### src/rtl/reg_display_pkg.sv
// Shared constants and FSM encoding for the register display scanner.
package reg_display_pkg;

    localparam int LINE_CHARS = 12;

    localparam logic [7:0] CH_X     = 8'h78;
    localparam logic [7:0] CH_COLON = 8'h3A;
    localparam logic [7:0] CH_ZERO  = 8'h30;
    localparam logic [7:0] CH_A     = 8'h41;

    typedef enum logic [2:0] {
        ST_IDLE,
        ST_SELECT,
        ST_LATCH,
        ST_EMIT,
        ST_DONE
    } state_t;

endpackage

### src/rtl/hex_ascii_digit.sv
// Combinational nibble to uppercase ASCII hex digit converter.
module hex_ascii_digit
    import reg_display_pkg::*;
(
    input  logic [3:0] nibble,
    output logic [7:0] ascii
);

    always_comb begin
        if (nibble < 4'd10) begin
            ascii = CH_ZERO + {4'b0000, nibble};
        end else begin
            ascii = CH_A + {4'b0000, nibble} - 8'd10;
        end
    end

endmodule

### src/rtl/reg_display_scanner.sv
// Walks the register-file debug port and writes one "xNN:HHHHHHHH" text line
// per register into the VGA character buffer over a valid/ready handshake.
module reg_display_scanner
    import reg_display_pkg::*;
#(
    parameter int NUM_REGS    = 32,
    parameter int LINE_STRIDE = 16,
    parameter int BASE_ADDR   = 0,
    parameter int ADDR_W      = 10
) (
    input  logic              iCLK,
    input  logic              iRST,
    input  logic              iStart,
    input  logic              iContinuous,
    output logic [4:0]        oVGASelect,
    input  logic [31:0]       iVGARead,
    output logic [ADDR_W-1:0] oCharAddr,
    output logic [7:0]        oCharData,
    output logic              oCharValid,
    input  logic              iCharReady,
    output logic              oBusy,
    output logic              oFrameDone
);

    state_t      state, state_next;
    logic [4:0]  idx, idx_next;
    logic [3:0]  pos, pos_next;
    logic [31:0] shadow, shadow_next;

    logic [1:0]        tens_val;
    logic [4:0]        ones_val;
    logic [3:0]        nibble;
    logic [7:0]        hex_char;
    logic [7:0]        char_sel;
    logic [ADDR_W-1:0] addr_sel;

    always_ff @(posedge iCLK or posedge iRST) begin
        if (iRST) begin
            state  <= ST_IDLE;
            idx    <= '0;
            pos    <= '0;
            shadow <= '0;
        end else begin
            state  <= state_next;
            idx    <= idx_next;
            pos    <= pos_next;
            shadow <= shadow_next;
        end
    end

    always_comb begin
        state_next  = state;
        idx_next    = idx;
        pos_next    = pos;
        shadow_next = shadow;
        case (state)
            ST_IDLE: begin
                if (iStart) begin
                    idx_next   = '0;
                    state_next = ST_SELECT;
                end
            end
            ST_SELECT: state_next = ST_LATCH;
            ST_LATCH: begin
                // One snapshot per line keeps a line from tearing mid-emit.
                shadow_next = iVGARead;
                pos_next    = '0;
                state_next  = ST_EMIT;
            end
            ST_EMIT: begin
                if (iCharReady) begin
                    if (pos == 4'(LINE_CHARS - 1)) begin
                        if (idx == 5'(NUM_REGS - 1)) begin
                            state_next = ST_DONE;
                        end else begin
                            idx_next   = idx + 5'd1;
                            state_next = ST_SELECT;
                        end
                    end else begin
                        pos_next = pos + 4'd1;
                    end
                end
            end
            ST_DONE: begin
                if (iContinuous) begin
                    idx_next   = '0;
                    state_next = ST_SELECT;
                end else begin
                    state_next = ST_IDLE;
                end
            end
            default: state_next = ST_IDLE;
        endcase
    end

    always_comb begin
        tens_val = 2'd0;
        ones_val = idx;
        if (idx >= 5'd30) begin
            tens_val = 2'd3;
            ones_val = idx - 5'd30;
        end else if (idx >= 5'd20) begin
            tens_val = 2'd2;
            ones_val = idx - 5'd20;
        end else if (idx >= 5'd10) begin
            tens_val = 2'd1;
            ones_val = idx - 5'd10;
        end
    end

    always_comb begin
        case (pos)
            4'd4:    nibble = shadow[31:28];
            4'd5:    nibble = shadow[27:24];
            4'd6:    nibble = shadow[23:20];
            4'd7:    nibble = shadow[19:16];
            4'd8:    nibble = shadow[15:12];
            4'd9:    nibble = shadow[11:8];
            4'd10:   nibble = shadow[7:4];
            4'd11:   nibble = shadow[3:0];
            default: nibble = 4'h0;
        endcase
    end

    hex_ascii_digit u_hex_digit (
        .nibble(nibble),
        .ascii (hex_char)
    );

    always_comb begin
        case (pos)
            4'd0:    char_sel = CH_X;
            4'd1:    char_sel = CH_ZERO + {6'b000000, tens_val};
            4'd2:    char_sel = CH_ZERO + {3'b000, ones_val};
            4'd3:    char_sel = CH_COLON;
            default: char_sel = hex_char;
        endcase
    end

    // Address arithmetic is done at ADDR_W bits so it wraps naturally.
    assign addr_sel = ADDR_W'(BASE_ADDR) + ADDR_W'(idx) * ADDR_W'(LINE_STRIDE) + ADDR_W'(pos);

    assign oCharValid = (state == ST_EMIT);
    assign oCharAddr  = oCharValid ? addr_sel : '0;
    assign oCharData  = oCharValid ? char_sel : 8'h00;
    assign oVGASelect = idx;
    assign oBusy      = (state != ST_IDLE);
    assign oFrameDone = (state == ST_DONE);

endmodule

### config.mk
export PLATFORM = sky130hd
export DESIGN_NAME = reg_display_scanner
export DESIGN_NICKNAME = d
export VERILOG_FILES = /design/src/rtl/reg_display_pkg.sv /design/src/rtl/hex_ascii_digit.sv /design/src/rtl/reg_display_scanner.sv
export SDC_FILE = /design/constraint.sdc
export NUM_CORES = 1
export LEC_CHECK = 0
export ABC_AREA = 1
export BUFFER_PORTS_ARGS = -buffer_cell sky130_fd_sc_hd__buf_2
export CAP_MARGIN = 0
export CORE_MARGIN = 5
export CORE_UTILIZATION = 45
export DETAILED_ROUTE_END_ITERATION = 10
export GPL_ROUTABILITY_DRIVEN = 0
export GPL_TIMING_DRIVEN = 0
export PLACE_DENSITY = 0.73
export SLEW_MARGIN = 20
export SYNTH_ARGS = -nofsm -noshare
export SYNTH_HDL_FRONTEND = slang
export SYNTH_SLANG_ARGS = --single-unit
### constraint.sdc
create_clock -name iCLK -period 2.4 [get_ports iCLK]
set_input_delay 0.48 -clock iCLK [delete_from_list [all_inputs] [get_ports iCLK]]
set_output_delay 0.48 -clock iCLK [all_outputs]
set_load 0.05 [all_outputs]
==> results by group <==
Status
  • Failing checks: negative setup slack
  • Status: finished, violations left

Timing
  • Slew Viols, Final: 0
  • Tmin final: 2740 ps
  • RSZ-0062 raised after global routing: yes
  • Slew @ Worst Pin: about 570 ps
  • Layout Skew: ~9.8 ps
  • Final Worst Setup Slack: -338 ps
  • Final period utilization: 114%
  • Fin. Hold Viols: 0
  • Final Setup Violations: 7
  • Worst slew margin: 62.1%
  • Setup TNS Final: -2120 ps
  • Peak Freq: about 370 MHz

Synth
  • Synth warn: 0
  • Area leader, netlist: dfrtp_1
  • Yosys reg bits: 44
  • Register area share after synthesis: between 30% and 40%
  • Area share of the largest cell type after synthesis: approximately two fifths
  • Asr flop ratio synth: 100%
  • EDFF count, synth: 0
  • Post-synth cell types: 33
  • Synthesized cell area: between 0.002 and 0.003 mm2
  • Syn_area_per_cell: between 7 and 8 um2
  • Most numerous cell in the Yosys netlist: nand2_1
  • Synth cell count leaders: nand2_1 (146), nand3_1 (47), dfrtp_1 (44)
  • Post-Syn Instances: 398
  • Area contributors post-synth: dfrtp_1 (38%), nand2_1 (19%), nand3_1 (8.2%)
  • Ys flop type: dfrtp_1

Setup path
  • Reg2Reg Depth: 10
  • Startpoint Class: flop
  • Crit. path cell count: 13
  • Crit-path max cell delay: ~430 ps
  • CP Cell Sequence: buf_6 -> ha_4 -> buf_6 -> nand3_1 -> nand2_1 -> inv_1 -> nand2_1 -> nor2_4 -> nand2_4 -> nand3_4 -> nand2_4 -> a31oi_4 -> buf_6
  • Sum of buffers and inverters on the critical path: 4
  • Critical path class: reg2out
  • Top delay family on crit path: simple AND/OR/NAND/NOR gates
  • Worst Path Required: roughly 1900 ps
  • Crit end category: primary output
  • Critical path's most frequent cell: buf_6
  • Critical path peak fanout: 6
  • CP max stage cell: dfrtp_1
  • Worst EP arrival: roughly 2300 ps

Power
  • PD cells: ~1500 mW/mm2
  • Power, Total: about 6.3 mW
  • Worst vdd ir: ~0.0014 V
  • Static Leak: ~2.1 nW

Die
  • Core area: around 0.0063 mm2
  • Die H: between 80 and 90 um
  • Die area: ~0.0081 mm2
  • I/O pin count: 63
  • Die Span X: between 80 and 90 um
  • Placement Rows: 29
  • Initial core utilization: around 46%

Finish
  • Nets: 552
  • Footprint of the multi-input gates: approximately 0.0018 mm2
  • # diodes: 0
  • FF+latch area: 0.00111 mm2
  • Fillcell total: 494
  • Final Core Density: between 60 and 70%
  • Layout cells sized above 1: around 40%
  • Area grow syn2layout: 41.7%

Route
  • Antenna viol nets, final: 0
  • Post-route DRC: 0
  • Routed Wire Length: 8.67 mm
  • WL per Instance: 15.0 um
  • 1st-iter DRT viols: 210
  • Vias/cell: about 5.3
  • Vias: 3061
  • DR pass1 iterations: 6

Global routing
  • Largest net degree at the start of global routing: 32
  • Initial antenna violation count: 0
  • Total GRT Usage: 20.2%
  • Congestion Overflow GR: 0
  • First-pass GRT wire length: 13.6 mm
  • Vias in the first global route: a little under 3000

Clocking
  • Cts bufs inserted: 5
  • CTS root buf: clkbuf_8
  • Clk buf depth: 2
  • # clock sinks: 44
  • CTS tree: yes
  • CTS H-tree depth: 2
  • CTS clock-pin slew for the worst setup and hold paths: about 90 ps
  • Worst skew pair latency: between 300 and 400 ps
  • Hold_buf cts: 0

Placed design
  • PortBufs: 60
  • Pre-CTS setup slack: -282 ps
  • Detailed Place HPWL: between 5 and 6 mm

Job
  • Max Cap Violations: 0

Min path
  • HP Class: in2async
worst paths after layout:
| path | startpoint | endpoint | slack [ps] |
|---|---|---|---|
| max | pos[3]$_DFFE_PP0P_ | oCharData[4] | -340 |
| min | iRST | pos[3]$_DFFE_PP0P_ | 120 |
| max reg2reg | pos[3]$_DFFE_PP0P_ | pos[3]$_DFFE_PP0P_ | 530 |
| min reg2reg | shadow[31]$_DFFE_PP0P_ | shadow[31]$_DFFE_PP0P_ | 500 |
| max in group asynchronous | iRST | shadow[5]$_DFFE_PP0P_ | 1810 |
| min in group iCLK | iVGARead[22] | shadow[22]$_DFFE_PP0P_ | 360 |
stage by stage:
step,hold slack (ps),cells,area [um2]
floorplan,448,399,2910
global placement,465,536,3310
detailed placement,467,537,3330
CTS,136,566,3860
global route,155,577,4070
finish,123,577,4070
cells by family after synthesis:
logic type | synth area share, %
AOI/OAI and AO/OA | 7.24
xor gates and xnor gates | 0.916
adders and majority gates | 6.98
buffers and inverters | 10.1
DFF | 38.4
other | 0.131
and+or+nand+nor | 36.2
layout by cell type, fill, tap and decap left out, types with 9 or more instances in the layout:
cell / n
nand3_1: 34
nand2_2: 13
dfrtp_1: 39
nor2_1: 22
o21ai_0: 14
buf_2: 55
inv_1: 22
buf_6: 16
buf_4: 33
nand3_2: 14
nand2_1: 132
ha_1: 9
inv_2: 11
cell type report:
type / count / area share, %
Buffer: 19 / 3.48
Clock buffer: 5 / 1.69
Clock inverter: 3 / 0.462
Inverter: 37 / 3.57
Multi-Input combinational cell: 296 / 44.1
Sequential cell: 44 / 27.2
Tap cell: 77 / 2.37
Timing Repair Buffer: 96 / 17.1
timing repair:
action                     4_1_cts  5_1_grt
gates cloned                     2        0
gates resized for setup         84       29
setup buffers                   20       13
pin swaps                       29       26
setup endpoints to repair        7        7
report_power, final:
part	switching [mW]	leakage, nW	internal (mW)
Combinational	2.71	1.52	1.66
Clock	0.268	0.0479	0.203
Sequential	0.319	0.539	1.09
registers in the layout, summed over array words and instances (netlist names):
signal,flops
state,3
shadow,32
oVGASelect,5
pos,4
layer usage:
metal	GRT usage, %	part of all wire, %	up-vias
met1	25.1	39	1441
met5	0	0	-
met3	3.67	7.2	24
li1	-	-	1456
met4	6.55	2.6	0
met2	35.4	52	140
Power figures use the tool's default switching activity.
